<file path="config.mk">
export PLATFORM = sky130hd
export DESIGN_NAME = piso_stream_serializer
export DESIGN_NICKNAME = d
export VERILOG_FILES = /design/src/rtl/piso_stream_serializer.sv
export SDC_FILE = /design/constraint.sdc
export NUM_CORES = 1
export LEC_CHECK = 0
export CAP_MARGIN = 20
export CORE_MARGIN = 2
export CORE_UTILIZATION = 34
export CTS_CLUSTER_SIZE = 25
export DETAILED_ROUTE_END_ITERATION = 10
export PLACE_DENSITY = 0.58
export SLEW_MARGIN = 20
export SYNTH_ARGS = -nofsm -noshare
export SYNTH_HDL_FRONTEND = slang
export SYNTH_SLANG_ARGS = --single-unit
</file>
<file path="constraint.sdc">
create_clock -name clk -period 2.4 [get_ports clk]
set_clock_uncertainty 0.1 [all_clocks]
set_input_delay 0.24 -clock clk [delete_from_list [all_inputs] [get_ports clk]]
set_output_delay 0.24 -clock clk [all_outputs]
set_load 0.005 [all_outputs]
</file>
<file path="src/rtl/piso_stream_serializer.sv">
// Parallel-in/serial-out serializer with valid/ready on both sides and a
// one-word holding register so consecutive words stream without a gap bit.
module piso_stream_serializer #(
  parameter int DATA_WIDTH = 16,
  parameter bit MSB_FIRST  = 1'b0
) (
  input  logic                  clk,
  input  logic                  reset,
  input  logic [DATA_WIDTH-1:0] din,
  input  logic                  din_valid,
  output logic                  din_ready,
  output logic                  dout,
  output logic                  dout_valid,
  input  logic                  dout_ready,
  output logic                  dout_last,
  output logic                  busy
);
  localparam int CW = (DATA_WIDTH > 1) ? $clog2(DATA_WIDTH) : 1;
  localparam logic [CW-1:0] LAST_CNT = CW'(DATA_WIDTH - 1);

  localparam logic [0:0] EMPTY = 1'b0;
  localparam logic [0:0] SHIFT = 1'b1;

  logic [0:0]            state;
  logic [DATA_WIDTH-1:0] sh;
  logic [CW-1:0]         cnt;
  logic [DATA_WIDTH-1:0] hold;
  logic                  hold_valid;

  logic                  accept, beat, frees;
  logic [DATA_WIDTH-1:0] sh_next;
  logic                  bit_out;

  assign dout_valid = (state == SHIFT);
  assign dout_last  = dout_valid & (cnt == LAST_CNT);
  assign din_ready  = ~hold_valid;
  assign busy       = dout_valid | hold_valid;

  assign accept = din_valid & din_ready;
  assign beat   = dout_valid & dout_ready;
  assign frees  = ~dout_valid | (beat & dout_last);

  // Whole-vector shifts stay legal when DATA_WIDTH is 1.
  assign sh_next = MSB_FIRST ? (sh << 1) : (sh >> 1);
  assign bit_out = MSB_FIRST ? sh[DATA_WIDTH-1] : sh[0];
  assign dout    = dout_valid & bit_out;

  always_ff @(posedge clk) begin
    if (reset) begin
      state      <= EMPTY;
      sh         <= '0;
      cnt        <= '0;
      hold       <= '0;
      hold_valid <= 1'b0;
    end else if (frees) begin
      // din_ready is low whenever hold is occupied, so hold and accept never collide here.
      if (hold_valid) begin
        sh         <= hold;
        cnt        <= '0;
        hold_valid <= 1'b0;
        state      <= SHIFT;
      end else if (accept) begin
        sh    <= din;
        cnt   <= '0;
        state <= SHIFT;
      end else begin
        state <= EMPTY;
      end
    end else begin
      if (beat) begin
        sh  <= sh_next;
        cnt <= cnt + CW'(1);
      end
      if (accept) begin
        hold       <= din;
        hold_valid <= 1'b1;
      end
    end
  end
endmodule

</file>
==> results.sh <==
export IMPL_die_x_um=81.1
export IMPL_path_clk_slew_ns=0.07
export IMPL_syn_area_um2=2020
export IMPL_powerDensity_nw_per_um2=605
export IMPL_post_drt_wl_per_cell_um=15.4
export IMPL_wirelength_mm=4.97
export IMPL_die_y_um=81.1
export IMPL_r2r_start="hold_valid"
export IMPL_rsz0062_at_grt="no"
export IMPL_grt_pass1_vias=1819
export IMPL_worstSetupPathType="register to primary output"
export IMPL_async_flop_share=0
export IMPL_max_freq_mhz=463
export IMPL_ioPinCount=25
export IMPL_seq_area_frac_synth=0.376
export IMPL_drt_iter0_drc=87
export IMPL_pre_cts_ws_ns=0.348
export IMPL_ys_warn_count=0
export IMPL_fin_crit_ns=2.16
export IMPL_synth_top_family_by_area="compound AO/OA/AOI/OAI gates"
export IMPL_drv_slew=0
export IMPL_finalSetupTns_ns=0
export IMPL_worstPathRequired_ns=2.06
export IMPL_worstSkewPairLatency_ns=0.30
export IMPL_cp_max_fo=13
export IMPL_synth_fa_ha_area_frac=0.00619
export IMPL_ys_flop_type="dfxtp_1"
export IMPL_worstPathCellList="buf_4 -> inv_1 -> nand2_1 -> clkdlybuf4s50_1"
export IMPL_num_vias=1826
export IMPL_firstDrtPassIters=4
export IMPL_row_count=28
export IMPL_synth_edf_count=0
export IMPL_numClockSinks=38
export IMPL_reg2reg_slack_ns=0.53
export IMPL_multiInputGateArea_um2=1060
export IMPL_hold_violations=0
export IMPL_drcViolationCount=0
export IMPL_synth_xor_area_frac=0
export IMPL_ys_ff_latch=38
export IMPL_grt_pass1_wl_mm=8.56
export IMPL_rr_worst_depth=4
export IMPL_max_cap_violations=0
export IMPL_fin_crit_sh=0.899
export IMPL_setup_ws_ns=0.242
export IMPL_relSlewSlack=0.553
export IMPL_synth_commonest_cells="dfxtp_1 (38), inv_1 (20), nand4_1 (20)"
export IMPL_worstSetupEndpointType="primary output"
export IMPL_drive_above_1_share=0.141
export IMPL_leakagePower_uw=0.000832
export IMPL_synth_nets=250
export IMPL_post_cts_resized=0
export IMPL_seqCellArea_um2=761
export IMPL_critPathLaunchType="register"
export IMPL_cts_hold_buf=0
export IMPL_layout_nets=268
export IMPL_synth_top_area_frac=0.376
export IMPL_grt_remaining_overflow=0
export IMPL_antenna_found_initial=0
export IMPL_setup_worst_path_start="hold_valid"
export IMPL_arrival_ns=1.82
export IMPL_clk_path_buf_depth=2
export IMPL_yosysMostFrequentCell="dfxtp_1"
export IMPL_portBuffers=24
export IMPL_dieArea_um2=6580
export IMPL_post_cts_buffers=0
export IMPL_worstReg2RegEnd="sh[0]"
export IMPL_synth_compound_area_share=0.311
export IMPL_yosysTopAreaCell="dfxtp_1"
export IMPL_netlist_top_cells_area="dfxtp_1 (38%), o32ai_2 (8.0%), a221oi_1 (6.5%)"
export IMPL_crit_end="busy"
export IMPL_ir_worst_vdd_v=0.000327
export IMPL_n_fill_cell=615
export IMPL_ant_nets=0
export IMPL_netlist_instances=229
export IMPL_num_antenna_cells=0
export IMPL_max_stage_delay_ns=0.63
export IMPL_cts_buffers=5
export IMPL_htreeDepth=2
export IMPL_status="finished clean"
export IMPL_grt_max_degree=35
export IMPL_vias_per_cell=5.65
export IMPL_setup_violations=0
export IMPL_dpl_hpwl_mm=3.15
export IMPL_grt_total_usage=0.170
export IMPL_avgSynthCellArea_um2=8.83
export IMPL_initial_core_util=0.348
export IMPL_cts_root_buf="clkbuf_8"
export IMPL_area_delta_synth_final_pct=21.0
export IMPL_routabilityCongestion=0.736
export IMPL_hold_path_class="register to register"
export IMPL_synth_distinct_cells=36
export IMPL_cts_tree="yes"
export IMPL_synth_mux_area_fraction=0.00495
export IMPL_core_um2=5820
export IMPL_worst_slew_pin_slew_ns=0.670
export IMPL_synthSimpleGateAreaFrac=0.201
export IMPL_critPathSlowestCell="dfxtp_1"
[critical path, delay by kind of cell (launching register included)]
family,cells,cell delay [ns]
buffers and inverters,3,0.84
DFF,1,0.63
and+or+nand+nor,1,0.05
[worst min path at each step]
stage / start / endpoint / cells after the start
final: sh[15] / sh[15] / 2
after detailed placement: sh[15] / sh[15] / 2
after global routing: sh[15] / sh[15] / 2
after CTS: sh[15] / sh[15] / 2
after global placement: sh[15] / sh[15] / 2
after floorplan: din[10] / hold[10] / 2
[per-stage QoR]
step | cells | hold slack (ns) | util | power, uW | area (um2)
final | 323 | 0.349 | 0.421 | 1480 | 2450
after global routing | 323 | 0.366 | 0.421 | 1560 | 2450
after CTS | 323 | 0.348 | 0.421 | 1500 | 2450
after detailed placement | 315 | 0.337 | 0.402 | 976 | 2340
after global placement | 315 | 0.336 | 0.402 | 971 | 2340
after floorplan | 229 | 0.290 | - | 885 | 2020
[layout by cell type, fill, tap and decap left out, drive strengths merged]
cell,Yosys,final
and2b,3,3
clkbuf,17,8
and2,1,1
o31ai,16,16
o211ai,2,2
a31oi,1,1
nand3b,1,1
a221oi,15,15
a21boi,1,1
o22ai,1,1
and3,1,1
mux2i,1,1
and3b,1,1
buf,10,14
inv,20,20
clkdlybuf4s50,0,24
o21ai,1,1
nor2,2,2
o221ai,1,1
nand2,4,4
nand4,20,20
nor3,17,17
a21oi,19,19
a2111o,1,1
nor2b,14,14
clkinv,1,1
and4,1,1
o2bb2ai,1,1
o32ai,15,15
or3,1,1
dfxtp,38,38
ha,1,1
or2b,1,1
[flip-flops by register name (all words and copies together), names as in the netlist]
| name | flops |
|---|---|
| hold | 16 |
| dout_valid | 1 |
| cnt | 4 |
| hold_valid | 1 |
| sh | 16 |
[logic make-up after synthesis]
group | Yosys count
flops | 38
compound gates | 74
buf+inv | 48
simple gates | 67
mux | 1
fa+ha+maj | 1
[cell type report]
type / count / share of cell area
Sequential cell: 38 / 0.311
Multi-Input combinational cell: 143 / 0.432
Timing Repair Buffer: 38 / 0.141
Inverter: 21 / 0.0322
Tap cell: 75 / 0.0384
Clock buffer: 8 / 0.0450
[report_power, final]
group | switching [uW] | total, uW | internal [uW]
combinational | 134 | 261 | 127
clock | 230 | 520 | 290
sequential | 26.4 | 699 | 672
[routing by layer]
| layer | global-route usage | routed length [um] | vias up |
|---|---|---|---|
| li1 | - | - | 913 |
| met1 | 0.209 | 2370 | 870 |
| met2 | 0.288 | 2300 | 38 |
| met3 | 0.0444 | 229 | 5 |
| met4 | 0.0610 | 74 | 0 |
| met5 | 0 | 0 | - |
Power figures use the tool's default switching activity.
==> edit: new RTL, same flow settings <==
The parameter `MSB_FIRST` goes from 1'b0 to 1'b1.
--- a/src/rtl/piso_stream_serializer.sv
+++ b/src/rtl/piso_stream_serializer.sv
@@ -4,3 +4,3 @@
   parameter int DATA_WIDTH = 16,
-  parameter bit MSB_FIRST  = 1'b0
+  parameter bit MSB_FIRST  = 1'b1
 ) (
Check against the original RTL: not equivalent (a bounded check fails within 4 cycles, from zero or initial values and one cycle with reset high).
==> edit against the original RTL <==
  * Worst setup slack improved by 0.054 ns
  * Final area is 9.0% lower
  * Fmax up 2.6%
  * Die area down 9.0%
  * Register-to-register slack got worse by 0.23 ns
  * Final cell count decreased by 20%
  * Non-clock buffer count decreased by 10
  * Routed wire length fell by 31%
  * Power decreased by 4.3%
  * Sequential cell count unchanged
  * First-iteration DRC count decreased by 48%
  * Highest routed layer unchanged
  * Synthesized cell count decreased by 28%
  * Synthesized area decreased by 9.4%
==> edit: results (changes against the original RTL) <==
status=finished clean (unchanged); antenna cells=0 (unchanged); Rel. slew slack=45.8% (was 55.3%); setup bufs post-CTS=0 (unchanged); Via density=4.89 (was 5.65); R2R depth=5 (was 4); Netlist cell types=32 (was 36); Post-Synth XOR/XNOR Area=0% (unchanged); leakage=0.945 nW (was 0.832 nW); sequential area share after synthesis=41.5% (was 37.6%); drt wl/cell=13.3 um (was 15.4 um); share of cells above drive strength 1=22.8% (was 14.1%); Hold Path Depth=1 (was 2); Placed Cells=251 (was 315); Num CTS Buffers=5 (unchanged); Gate Count Post-Synth=165 (was 229); clock insertion delay at the later pin of the skew report=0.28 ns (was 0.30 ns); DP Wirelength=2410 um (was 3150 um); first-pass GRT wire length=6130 um (was 8560 um); crit path DAT=2.21 ns (was 1.82 ns); number of global-route vias before repair=1267 (was 1819); fillcell total=520 (was 615); largest net degree at the start of global routing=25 (was 35); DRT iter0 DRCs=45 (was 87); ranking of synthesized cells by area=dfxtp_1 (42%), mux2i_1 (17%), mux2_2 (9.2%) (was dfxtp_1 (38%), o32ai_2 (8.0%), a221oi_1 (6.5%)); Post-Place Worst Slack=0.137 ns (was 0.348 ns); Setup Crit Path Kind=reg -> reg (was reg -> out); crit path max fanout=15 (was 13); Top FF cell, synth=dfxtp_1 (unchanged); final period utilization=87.7% (was 89.9%); post_cts resized=0 (unchanged); r2r endpoint=sh[11]$_SDFFE_PP0P_ (was sh[0]$_SDFFE_PP0P_); worst hold path type=reg -> reg (unchanged); worst hold slack=0.359 ns (was 0.349 ns); Pre-antenna DRT Iters=4 (unchanged); initial antenna violation count=0 (unchanged); Critical R2R Launch=cnt[0]$_SDFFE_PP0P_ (was hold_valid$_SDFFE_PP0N_); GRT Overall Usage=12.8% (was 17.0%); post-synthesis mux area share=26.2% (was 0.495%); Top Registers=hold (16), sh (16), cnt (4) (unchanged); IO Port Bufs=24 (unchanged); Int Pwr=1.08 mW (was 1.09 mW); Post-Layout Cell Count=259 (was 323); CTS max path bufs=2 (unchanged); clock root buffer=clkbuf_8 (unchanged); Final ANT Viol Nets=0 (unchanged); syn nets=186 (was 250); routability cong.=0.782 (was 0.736); clock-pin slew on the worst setup and hold paths=0.07 ns (about the same); worst reg-to-reg setup slack=0.30 ns (was 0.53 ns); Post-Synth Adder-Cell Area=0.683% (was 0.619%); Compound-Gate Fraction of Synth Area=15.0% (was 31.1%); Nets=209 (was 268); maximum vdd drop=0.216 mV (was 0.327 mV); Post-synth top cells=dfxtp_1 (38), mux2i_1 (31), nor2_1 (21), mux2_2 (15), o2bb2ai_2 (9) (was dfxtp_1 (38), inv_1 (20), nand4_1 (20), a21oi_1 (19))
==> edit: changes by cell type in the layout (fill, tap and decap cells not counted), moves of 9 or more <==
cell / unedited run / this run
o32ai_2: 10 / 0
nor2b_1: 14 / 2
o2bb2ai_2: 0 / 9
nand4_1: 20 / 1
buf_4: 14 / 3
nor2_1: 1 / 21
mux2i_1: 1 / 31
a221oi_1: 15 / 0
o31ai_1: 16 / 0
nor3_1: 17 / 4
mux2_2: 0 / 15
a21oi_1: 19 / 4
inv_1: 20 / 1
==> edit: layer usage <==
layer / global-route usage (%) / vias up / part of all wire [%]
li1: - / 642 / -
met1: 16.8 / 599 / 49
met2: 19.4 / 24 / 46
met3: 4.53 / 2 / 4.2
met4: 4.82 / 0 / 0.70
met5: 0 / - / 0
==> edit: layout make-up <==
type | instances | share of cell area, %
well taps | 70 | 3.93
flip-flops and latches | 38 | 34.2
multi-input cells | 114 | 44.1
inverters | 1 | 0.169
clock buffers | 8 | 4.94
repair buffers | 28 | 12.7
==> edit: worst max-delay path: stages (launching register included) <==
cell and delay, ns:
dfxtp_1 0.34, ha_1 0.25, and3_4 0.21, a211o_4 0.35, or2_1 0.51, o2bb2ai_1 0.26
==> edit: worst min-delay path by stage <==
stage	from	to
after global routing	sh[6]$_SDFFE_PP0P_	sh[6]$_SDFFE_PP0P_
after global placement	sh[15]$_SDFFE_PP0P_	sh[15]$_SDFFE_PP0P_
after CTS	sh[15]$_SDFFE_PP0P_	sh[15]$_SDFFE_PP0P_
after detailed placement	sh[14]$_SDFFE_PP0P_	sh[14]$_SDFFE_PP0P_
final	sh[15]$_SDFFE_PP0P_	sh[15]$_SDFFE_PP0P_
after floorplan	din[0]	hold[0]$_SDFFE_PP0P_
==> edit: cell families (layout without fill, tap and decap cells) <==
family / count (synthesis) / in the layout
mux: 46 / 46
compound gates: 25 / 25
flops: 38 / 38
buf+inv: 13 / 37
simple gates: 42 / 42
fa+ha+maj: 1 / 1
==> edit: through the flow <==
step	util, %	instance area (um^2)
global route	43.3	2230
CTS	43.3	2230
global placement	41.2	2120
finish	43.3	2230
floorplan	-	1830
detailed placement	41.2	2120
==> edit: power by group through the flow <==
stage,clock [mW],combinational (mW),sequential (mW)
after global placement,0,0.213,0.708
after detailed placement,0,0.217,0.710
final,0.507,0.214,0.695
after floorplan,0,0.158,0.700
after CTS,0.527,0.218,0.695
after global routing,0.562,0.234,0.701
